===== config.mk =====
export PLATFORM = sky130hd
export DESIGN_NAME = uart_tx_flat
export DESIGN_NICKNAME = d
export VERILOG_FILES = /design/src/rtl/uart_pkg.sv /design/src/rtl/uart_tx_if.sv /design/src/rtl/uart_bit_timer.sv /design/src/rtl/uart_tx.sv /design/src/flat_wrapper.sv
export SDC_FILE = /design/constraint.sdc
export NUM_CORES = 1
export LEC_CHECK = 0
export ABC_AREA = 1
export ABC_CLOCK_PERIOD_IN_PS = 4400
export CORE_AREA = 8 8 62 64
export DETAILED_ROUTE_END_ITERATION = 10
export DIE_AREA = 0 0 70 72
export PLACE_DENSITY_LB_ADDON = 0.12
export SLEW_MARGIN = 20
export SYNTH_ARGS = -nofsm -noshare
export SYNTH_HDL_FRONTEND = slang
export SYNTH_SLANG_ARGS = --single-unit
export TNS_END_PERCENT = 100

===== constraint.sdc =====
create_clock -name i_Clock -period 4.4 [get_ports i_Clock]
set_input_delay 0.88 -clock i_Clock [delete_from_list [all_inputs] [get_ports i_Clock]]
set_output_delay 0.88 -clock i_Clock [all_outputs]
set_load 0.1 [all_outputs]

===== src/rtl/uart_pkg.sv =====
// Shared UART definitions: state encodings for the transmitter and the
// receiver, plus a small parity helper.
//
// Contents:
//   tx_state_t    - 3-bit transmitter FSM encoding
//   rx_state_t    - 3-bit receiver FSM encoding
//   calc_parity() - XOR-reduce a byte, optionally inverted for odd parity
package uart_pkg;

    localparam int DATA_BITS = 8;

    typedef enum logic [2:0] {
        s_IDLE          = 3'b000,
        s_TX_START_BIT  = 3'b001,
        s_TX_DATA_BITS  = 3'b010,
        s_TX_PARITY_BIT = 3'b011,
        s_TX_STOP_BIT   = 3'b100,
        s_CLEANUP       = 3'b101
    } tx_state_t;

    typedef enum logic [2:0] {
        s_RX_IDLE       = 3'b000,
        s_RX_START_BIT  = 3'b001,
        s_RX_DATA_BITS  = 3'b010,
        s_RX_PARITY_BIT = 3'b011,
        s_RX_STOP_BIT   = 3'b100,
        s_RX_CLEANUP    = 3'b101
    } rx_state_t;

    function automatic logic calc_parity(input logic [7:0] i_data, input logic i_odd);
        return (^i_data) ^ i_odd;
    endfunction

endpackage


===== src/rtl/uart_tx_if.sv =====
// Byte-side handshake bundle of the UART transmitter.
//
// Signals:
//   i_Tx_DV     - byte-valid strobe (driver -> transmitter)
//   i_Tx_Byte   - byte to send      (driver -> transmitter)
//   o_Tx_Ready  - transmitter can accept a byte
//   o_Tx_Active - a frame is on the line
//   o_Tx_Serial - serial line, idle high
//   o_Tx_Done   - one-cycle pulse at frame end
// Modports: master = byte source, slave = transmitter.
interface uart_tx_if;

    logic       i_Tx_DV;
    logic [7:0] i_Tx_Byte;
    logic       o_Tx_Ready;
    logic       o_Tx_Active;
    logic       o_Tx_Serial;
    logic       o_Tx_Done;

    modport master (
        output i_Tx_DV,
        output i_Tx_Byte,
        input  o_Tx_Ready,
        input  o_Tx_Active,
        input  o_Tx_Serial,
        input  o_Tx_Done
    );

    modport slave (
        input  i_Tx_DV,
        input  i_Tx_Byte,
        output o_Tx_Ready,
        output o_Tx_Active,
        output o_Tx_Serial,
        output o_Tx_Done
    );

endinterface


===== src/rtl/uart_bit_timer.sv =====
// Per-bit cycle counter for the UART transmitter. Counts 0..CLKS_PER_BIT-1
// while enabled and wraps to 0 on terminal count, so each bit boundary
// restarts the count without an explicit clear.
//
// Ports:
//   i_Clock  - clock, rising edge
//   i_Rst_L  - asynchronous active-low reset
//   i_En     - count enable
//   i_Clr    - synchronous clear (wins over enable)
//   o_Tc     - terminal count: last cycle of the current bit
module uart_bit_timer #(
    parameter int CLKS_PER_BIT = 87
) (
    input  logic i_Clock,
    input  logic i_Rst_L,
    input  logic i_En,
    input  logic i_Clr,
    output logic o_Tc
);

    localparam int CNT_W = $clog2(CLKS_PER_BIT);
    localparam logic [CNT_W-1:0] TC_VAL = CNT_W'(CLKS_PER_BIT - 1);

    logic [CNT_W-1:0] r_Count;
    logic             w_Tc;

    assign w_Tc = (r_Count == TC_VAL);
    assign o_Tc = w_Tc;

    always_ff @(posedge i_Clock or negedge i_Rst_L) begin
        if (!i_Rst_L) begin
            r_Count <= '0;
        end else if (i_Clr) begin
            r_Count <= '0;
        end else if (i_En) begin
            if (w_Tc) begin
                r_Count <= '0;
            end else begin
                r_Count <= r_Count + CNT_W'(1);
            end
        end
    end

endmodule


===== src/rtl/uart_tx.sv =====
// UART transmitter: 8 data bits LSB first, optional even/odd parity,
// one or two stop bits. The serial line is registered; the handshake
// outputs are decodes of the state register.
//
// Ports:
//   i_Clock - clock, rising edge
//   i_Rst_L - asynchronous active-low reset
//   tx_if   - byte handshake and line outputs (uart_tx_if.slave)
//
// State             | meaning
// s_IDLE            | line high, ready; accept byte on i_Tx_DV
// s_TX_START_BIT    | line low for one bit time
// s_TX_DATA_BITS    | data bit r_Bit_Idx on the line, LSB first
// s_TX_PARITY_BIT   | parity of the latched byte (PARITY_EN only)
// s_TX_STOP_BIT     | line high for STOP_BITS bit times
// s_CLEANUP         | one cycle, o_Tx_Done high, then back to idle
module uart_tx
    import uart_pkg::*;
#(
    parameter int CLKS_PER_BIT = 87,
    parameter int PARITY_EN    = 0,
    parameter int PARITY_ODD   = 0,
    parameter int STOP_BITS    = 1
) (
    input  logic     i_Clock,
    input  logic     i_Rst_L,
    uart_tx_if.slave tx_if
);

    localparam logic [2:0] LAST_DATA_IDX = 3'(DATA_BITS - 1);
    localparam logic [2:0] LAST_STOP_IDX = 3'(STOP_BITS - 1);

    tx_state_t  r_State;
    tx_state_t  w_State_Next;
    logic [2:0] r_Bit_Idx;
    logic [2:0] w_Bit_Idx_Next;
    logic [7:0] r_Tx_Byte;
    logic       r_Tx_Serial;
    logic       w_Serial_Next;
    logic       w_Load;
    logic       w_Timer_En;
    logic       w_Timer_Clr;
    logic       w_Bit_Tc;
    logic       w_Parity;

    uart_bit_timer #(
        .CLKS_PER_BIT(CLKS_PER_BIT)
    ) u_bit_timer (
        .i_Clock(i_Clock),
        .i_Rst_L(i_Rst_L),
        .i_En   (w_Timer_En),
        .i_Clr  (w_Timer_Clr),
        .o_Tc   (w_Bit_Tc)
    );

    assign w_Parity = calc_parity(r_Tx_Byte, (PARITY_ODD != 0));

    always_ff @(posedge i_Clock or negedge i_Rst_L) begin
        if (!i_Rst_L) begin
            r_State     <= s_IDLE;
            r_Bit_Idx   <= '0;
            r_Tx_Byte   <= '0;
            r_Tx_Serial <= 1'b1;
        end else begin
            r_State     <= w_State_Next;
            r_Bit_Idx   <= w_Bit_Idx_Next;
            r_Tx_Serial <= w_Serial_Next;
            if (w_Load) begin
                r_Tx_Byte <= tx_if.i_Tx_Byte;
            end
        end
    end

    // r_Bit_Idx counts data bits in the data state and stop bits in the
    // stop state, so the bit timer never needs more than one bit's width.
    always_comb begin
        w_State_Next   = r_State;
        w_Bit_Idx_Next = r_Bit_Idx;
        w_Load         = 1'b0;
        w_Timer_En     = 1'b0;
        w_Timer_Clr    = 1'b0;
        case (r_State)
            s_IDLE: begin
                w_Timer_Clr    = 1'b1;
                w_Bit_Idx_Next = '0;
                if (tx_if.i_Tx_DV) begin
                    w_Load       = 1'b1;
                    w_State_Next = s_TX_START_BIT;
                end
            end
            s_TX_START_BIT: begin
                w_Timer_En = 1'b1;
                if (w_Bit_Tc) begin
                    w_Bit_Idx_Next = '0;
                    w_State_Next   = s_TX_DATA_BITS;
                end
            end
            s_TX_DATA_BITS: begin
                w_Timer_En = 1'b1;
                if (w_Bit_Tc) begin
                    if (r_Bit_Idx == LAST_DATA_IDX) begin
                        w_Bit_Idx_Next = '0;
                        w_State_Next   = (PARITY_EN != 0) ? s_TX_PARITY_BIT : s_TX_STOP_BIT;
                    end else begin
                        w_Bit_Idx_Next = r_Bit_Idx + 3'd1;
                    end
                end
            end
            s_TX_PARITY_BIT: begin
                w_Timer_En = 1'b1;
                if (w_Bit_Tc) begin
                    w_Bit_Idx_Next = '0;
                    w_State_Next   = s_TX_STOP_BIT;
                end
            end
            s_TX_STOP_BIT: begin
                w_Timer_En = 1'b1;
                if (w_Bit_Tc) begin
                    if (r_Bit_Idx == LAST_STOP_IDX) begin
                        w_Bit_Idx_Next = '0;
                        w_State_Next   = s_CLEANUP;
                    end else begin
                        w_Bit_Idx_Next = r_Bit_Idx + 3'd1;
                    end
                end
            end
            s_CLEANUP: begin
                w_Timer_Clr    = 1'b1;
                w_Bit_Idx_Next = '0;
                w_State_Next   = s_IDLE;
            end
            default: begin
                w_Timer_Clr    = 1'b1;
                w_Bit_Idx_Next = '0;
                w_State_Next   = s_IDLE;
            end
        endcase
    end

    // The line value is chosen from the next state so the registered output
    // changes on the same edge as the state it belongs to.
    always_comb begin
        w_Serial_Next = 1'b1;
        case (w_State_Next)
            s_TX_START_BIT:  w_Serial_Next = 1'b0;
            s_TX_DATA_BITS:  w_Serial_Next = r_Tx_Byte[w_Bit_Idx_Next];
            s_TX_PARITY_BIT: w_Serial_Next = w_Parity;
            default:         w_Serial_Next = 1'b1;
        endcase
    end

    assign tx_if.o_Tx_Serial = r_Tx_Serial;
    assign tx_if.o_Tx_Ready  = (r_State == s_IDLE);
    assign tx_if.o_Tx_Done   = (r_State == s_CLEANUP);
    assign tx_if.o_Tx_Active = (r_State == s_TX_START_BIT)  ||
                               (r_State == s_TX_DATA_BITS)  ||
                               (r_State == s_TX_PARITY_BIT) ||
                               (r_State == s_TX_STOP_BIT);

endmodule


===== src/flat_wrapper.sv =====
// flat-port wrapper written by rule: the top's interface ports become plain ports
module uart_tx_flat import uart_pkg::*;
#(
    parameter int CLKS_PER_BIT = 87,
    parameter int PARITY_EN    = 0,
    parameter int PARITY_ODD   = 0,
    parameter int STOP_BITS    = 1
)
  (i_Clock, i_Rst_L, tx_if_i_Tx_DV, tx_if_i_Tx_Byte, tx_if_o_Tx_Ready, tx_if_o_Tx_Active, tx_if_o_Tx_Serial, tx_if_o_Tx_Done);
  uart_tx_if tx_if_i ();
  input  logic i_Clock;
  input  logic i_Rst_L;
  input wire logic [$bits(tx_if_i.i_Tx_DV)-1:0] tx_if_i_Tx_DV;
  input wire logic [$bits(tx_if_i.i_Tx_Byte)-1:0] tx_if_i_Tx_Byte;
  output wire logic [$bits(tx_if_i.o_Tx_Ready)-1:0] tx_if_o_Tx_Ready;
  output wire logic [$bits(tx_if_i.o_Tx_Active)-1:0] tx_if_o_Tx_Active;
  output wire logic [$bits(tx_if_i.o_Tx_Serial)-1:0] tx_if_o_Tx_Serial;
  output wire logic [$bits(tx_if_i.o_Tx_Done)-1:0] tx_if_o_Tx_Done;
  assign tx_if_i.i_Tx_DV = tx_if_i_Tx_DV;
  assign tx_if_i.i_Tx_Byte = tx_if_i_Tx_Byte;
  assign tx_if_o_Tx_Ready = tx_if_i.o_Tx_Ready;
  assign tx_if_o_Tx_Active = tx_if_i.o_Tx_Active;
  assign tx_if_o_Tx_Serial = tx_if_i.o_Tx_Serial;
  assign tx_if_o_Tx_Done = tx_if_i.o_Tx_Done;
  uart_tx #(.CLKS_PER_BIT(CLKS_PER_BIT), .PARITY_EN(PARITY_EN), .PARITY_ODD(PARITY_ODD), .STOP_BITS(STOP_BITS)) u_core (.i_Clock(i_Clock), .i_Rst_L(i_Rst_L), .tx_if(tx_if_i));
endmodule

* Word-level counts from Yosys, hierarchy flattened *
Index checks and enable logic that the tools add are counted.

operators by class
  add/sub/neg operators = 2
  multipliers = 0
  div/mod/pow operators = 0
  $lt $le $gt $ge = 1
  equal/unequal tests = 11
  shifts and indexed selects = 0
  multiplexer cells = 23
  bitwise operators = 0
  reduce and logical (&&, ||, !) cells = 8

operators with widths
  cell                 count
  $mux 3               12
  $mux 7               3
  $pmux 3 s5           1
  $eq 3x2->1 const B   4
  $eq 3x3->1 const B   3
  $pmux 3 s3           1
  $reduce_xor 8->1     1
  $add 7x1->7 const B  1
  $eq 7x7->1 const B   1
  $eq 3x1->1 const B   2
  $logic_not 3->1      2
  $lt 3x4->1 const B   1
  $mux 1               4
  $reduce_or 4->1      1
  $add 3x1->3 const B  1
  $bmux 1 s3           1
  $logic_or 1x1->1     3
  $pmux 1 s3           1
  $ne 2x1->1 const B   1
  $reduce_or 2->1      1

word-level totals
  bits in registers = 22
  latch bits = 0
  memory bits (writable) = 0
  memory bits (read-only) = 0
  output and inout bits = 4
  memories = 0

* Longest topological paths before layout *
  depth in word-level cells = 7
  gate-level depth with buffers = 14
  depth with buffers taken out = 14

* Cells and area by module *
Synthesis repeated with hierarchy kept, for this count alone.

unflattened totals
  cells, all modules = 179
  area, all modules = 1455.1 µm²

modules (own cells, without submodules)
  module          instances  cells each  area an instance (µm²)  sequential area each (µm²)
  uart_tx         1          113         1012.2                  376.6
  uart_bit_timer  1          66          442.9                   175.2

* Worst setup path after synthesis *
Ideal clock, no wire load.

  path type = reg-to-reg
  from = register u_core.r_State[1]
  to = register u_core.r_Tx_Serial, in the netlist u_core.tx_if.o_Tx_Serial
  library setup time = 0.084 ns
  data arrival time = 3.580 ns
  data required time = 4.316 ns
  slack = 0.736 ns
  stages on the path, launching flop included = 6
  period minus slack after synthesis = 3.664 ns
  path through = dfrtp_1 -> nor3_1 -> nand2_1 -> and3_1 -> o21ai_0 -> nand3_1

on the way
  elaborated cells on any way between the ends = 21
  those cells by class = 7 x eq/ne; 12 x mux; 2 x reduce/logical

RTL lines
  what                                      RTL line            RTL
  from (decl)                               uart_tx.sv:33       tx_state_t r_State;
  from (signal assigned)                    uart_tx.sv:60       r_State <= s_IDLE;
  from (signal assigned)                    uart_tx.sv:65       r_State <= w_State_Next;
  $logic_not 3->1 (*)                       -
  named net tx_if_o_Tx_Ready                flat_wrapper.sv:15  output wire logic [$bits(tx_if_i.o_Tx_Ready)-1:0] tx_if_o_Tx_Ready;
  $pmux 3 s5 (*)                            uart_tx.sv:82       case (r_State)
  $eq 3x2->1 or $eq 3x1->1 (tied branches)  uart_tx.sv:144      case (w_State_Next)
  $pmux 1 s3 (*)                            uart_tx.sv:144
  named net u_core.w_Serial_Next            uart_tx.sv:39       logic w_Serial_Next;
  to (signal assigned)                      uart_tx.sv:67       r_Tx_Serial <= w_Serial_Next;
  to (decl)                                 uart_tx.sv:38       logic r_Tx_Serial;

The timed path passes the listed nets; every way through them passes the cells marked *. The select of a mux whose other input is x is not followed.
A chain may end at the register's enable or synchronous reset.

* Worst setup path in the final report *
  from = register u_core.r_State[1]
  to = output port tx_if_o_Tx_Active

on the way
  longest elaborated chain between the ends = 4
  elaborated cells on any way between the ends = 7
  those cells by class = 4 x eq/ne; 3 x reduce/logical

ends and longest elaborated chain
  what                                      RTL line                        RTL
  $eq 3x1->1 or $eq 3x2->1 (tied branches)  uart_tx.sv:155, uart_tx.sv:156
  $logic_or 1x1->1                          uart_tx.sv:155                  assign tx_if.o_Tx_Active = (r_State == s_TX_START_BIT) ||
  $logic_or 1x1->1                          uart_tx.sv:156                  (r_State == s_TX_DATA_BITS) ||
  $logic_or 1x1->1 (*)                      uart_tx.sv:157                  (r_State == s_TX_PARITY_BIT) ||
  to (decl)                                 flat_wrapper.sv:16              output wire logic [$bits(tx_if_i.o_Tx_Active)-1:0] tx_if_o_Tx_Active;

Mark *: on every way between the ends. The rest lies on a longest branch, timed or not.

==> flow_summary.toml <==
[die]
die_w_um = 70
rows = 20
coreArea_sq_mm = 0.00290
pin_count = 15
start_util = 0.469
die_area_sq_mm = 0.00504
die_h_um = 72

[synthesis]
synth.net_count = 182
ys.flop_type = "dfrtp_1"
syn_inst = 166
async_reset_ff_frac = 1.00
yosysUniqueCellTypes = 30
synth_seq_cells = 22
syn_area_sq_mm = 0.00136
synth.avg_cell_area_sq_um = 8.21
synth_edf_count = 0
synth_area_leaders = "dfrtp_1 39%, inv_1 6.9%, nand3_1 6.2%"
synth_warnings = 0
synth_most_common_cell = "inv_1"
ys_seq_area_frac = 0.405
synth_common_cells = "25 x inv_1, 21 x dfrtp_1, 21 x nand2_1"
synth_top_area_frac = 0.386
synth.largest_area_cell = "dfrtp_1"

[timing]
slew_headroom = 0.343
fin_crit_ns = 3.16
finalCritPeriodShare = 0.719
setup_viol = 0
setup_tns_ns = 0
hold_viol = 0
fmax_mhz = 316
tightest_slew_ns = 0.982
skew_ns = 0.00103
slew_viol_final = 0
finalWorstSetupSlack_ns = 1.24
rsz0062_at_grt = "false"

[clock_tree]
cts_resized = 0
cts_buffers = 3
cts.sinks = 22
clk_pin_slew_worst_paths_ns = 0.11
cts_root_buf = "clkbuf_4"
clk_latency_ns = 0.30
cts_tree = "yes"
cts_max_level = 1
post_cts_buffers = 0
clockBufferDepth = 2
cts-hold-fix-buffers = 0

[critical_path]
critPathKind = "reg -> out"
critPathSlowestCell = "clkdlybuf4s50_1"
end_kind = "output pin"
start_kind = "register"
worstPathArrival_ns = 2.28
slowest_delay_ns = 1.15
crit_required_ns = 3.52
path_max_fanout = 6
critical_path.cell_chain = "nor2_1, nand2_2, nand3_2, clkdlybuf4s50_1"

[placement]
dpl.hpwl_um = 2150
post-place-ws_ns = 1.58
port_buffers = 14
place_congestion = 0.957
placed_cell_area_sq_mm = 0.00153

[cells_and_area]
regArea_sq_um = 552
fin_area_sq_mm = 0.00157
fill_cells = 280
multi_input_area_sq_um = 687
nets = 199
drive_gt1_frac = 0.154
antenna_cells = 0
syn_to_final_growth_pct = 14.9

[power_and_ir_drop]
total_power_mw = 0.322
leakage_nw = 0.804
peakVddDrop_uv = 136
power.density_mw_per_mm2 = 206

[global_routing]
grt_max_degree = 23
grt_pass1_vias = 1154
antenna_found_initial = 0
grt.total_usage = 0.116
grt_overflow = 0
grt_pass1_wl_um = 4970

[route]
post_drt_wl_per_cell_um = 12.2
routed_wl_um = 2630
ant_nets = 0
detail_route.vias_per_cell = 4.95
dr.pass1.iters = 4
vias = 1064
remaining_drc_errors = 0
drt_iter0_drc = 75

[status]
status = "finished clean"

[hold_path]
hold_class = "reg -> reg"

[flow_run]
maxCapViolCount = 0
-- per-layer routing --
| layer | track usage | vias up | wire, um |
|---|---|---|---|
| met1 | 0.139 | 489 | 1260 |
| met5 | 0 | - | 0 |
| met2 | 0.194 | 11 | 1290 |
| met4 | 0.0603 | 0 | 23 |
| li1 | - | 562 | - |
| met3 | 0.0218 | 2 | 52 |
-- sequential cells by signal (all words and copies together), names as in the netlist --
register / flops
u_core.r_Bit_Idx: 3
u_core.r_State: 3
u_core.r_Tx_Byte: 8
u_core.tx_if.o_Tx_Serial: 1
u_core.u_bit_timer.r_Count: 7
-- final timing paths --
check / from / to / slack [ns] / cells past startpoint
max: u_core.r_State[1] / tx_if_o_Tx_Active / 1.24 / 4
max in group asynchronous: i_Rst_L / u_core.r_Tx_Byte[3] / 2.72 / 1
min reg2reg: u_core.u_bit_timer.r_Count[0] / u_core.u_bit_timer.r_Count[0] / 0.51 / 1
min in group asynchronous: i_Rst_L / u_core.u_bit_timer.r_Count[2] / 1.10 / 1
max reg2reg: u_core.u_bit_timer.r_Count[0] / u_core.tx_if.o_Tx_Serial / 2.45 / 14
min: u_core.u_bit_timer.r_Count[0] / u_core.u_bit_timer.r_Count[0] / 0.51 / 1
-- stage by stage --
stage,instances,utilization,hold slack (ns)
3_3_place_gp,211,0.527,0.472
2_1_floorplan,166,-,0.455
4_1_cts,215,0.539,0.514
6_report,215,0.539,0.505
3_5_place_dp,211,0.527,0.496
5_1_grt,215,0.539,0.535
-- cells by family after synthesis --
logic type,count (synthesis),synth area share
multiplexers,2,0.0165
AO/OA/AOI/OAI,15,0.0606
buffers and inverters,31,0.0909
adder cells (fa/ha/maj),5,0.0459
AND/OR/NAND/NOR,84,0.336
XOR/XNOR,7,0.0450
flip-flops,22,0.405
-- cell usage in the layout, fill, tap and decap left out, types with 3 or more instances in the layout --
| cell type | count |
|---|---|
| clkdlybuf4s50_1 | 14 |
| nor2_4 | 3 |
| nor2_1 | 17 |
| nand2_1 | 21 |
| dfrtp_1 | 21 |
| ha_1 | 5 |
| nand2_2 | 3 |
| nand3_2 | 7 |
| inv_1 | 25 |
| nand3_1 | 17 |
| clkbuf_4 | 3 |
| nor3_1 | 5 |
| a21oi_1 | 9 |
| xnor2_1 | 5 |
| inv_2 | 4 |
-- critical path, delay by kind of cell (launching register included) --
kind                   cells  cell delay, ns
buffers and inverters      1            1.15
AND/OR/NAND/NOR            3            0.38
flip-flops                 1            0.45
-- power by group --
| group | switching [mW] | leakage, nW | internal, mW |
|---|---|---|---|
| sequential | 0 | 0.253 | 0.202 |
| clock | 0.0575 | 0.0210 | 0.0504 |
| combinational | 0.00467 | 0.531 | 0.00767 |
-- layout make-up --
cell class | instances | area share
multi-input cells | 113 | 0.439
flip-flops and latches | 22 | 0.353
repair buffers | 14 | 0.0895
inverters | 29 | 0.0695
well taps | 33 | 0.0264
clock buffers | 4 | 0.0232
Power figures use the tool's default switching activity.
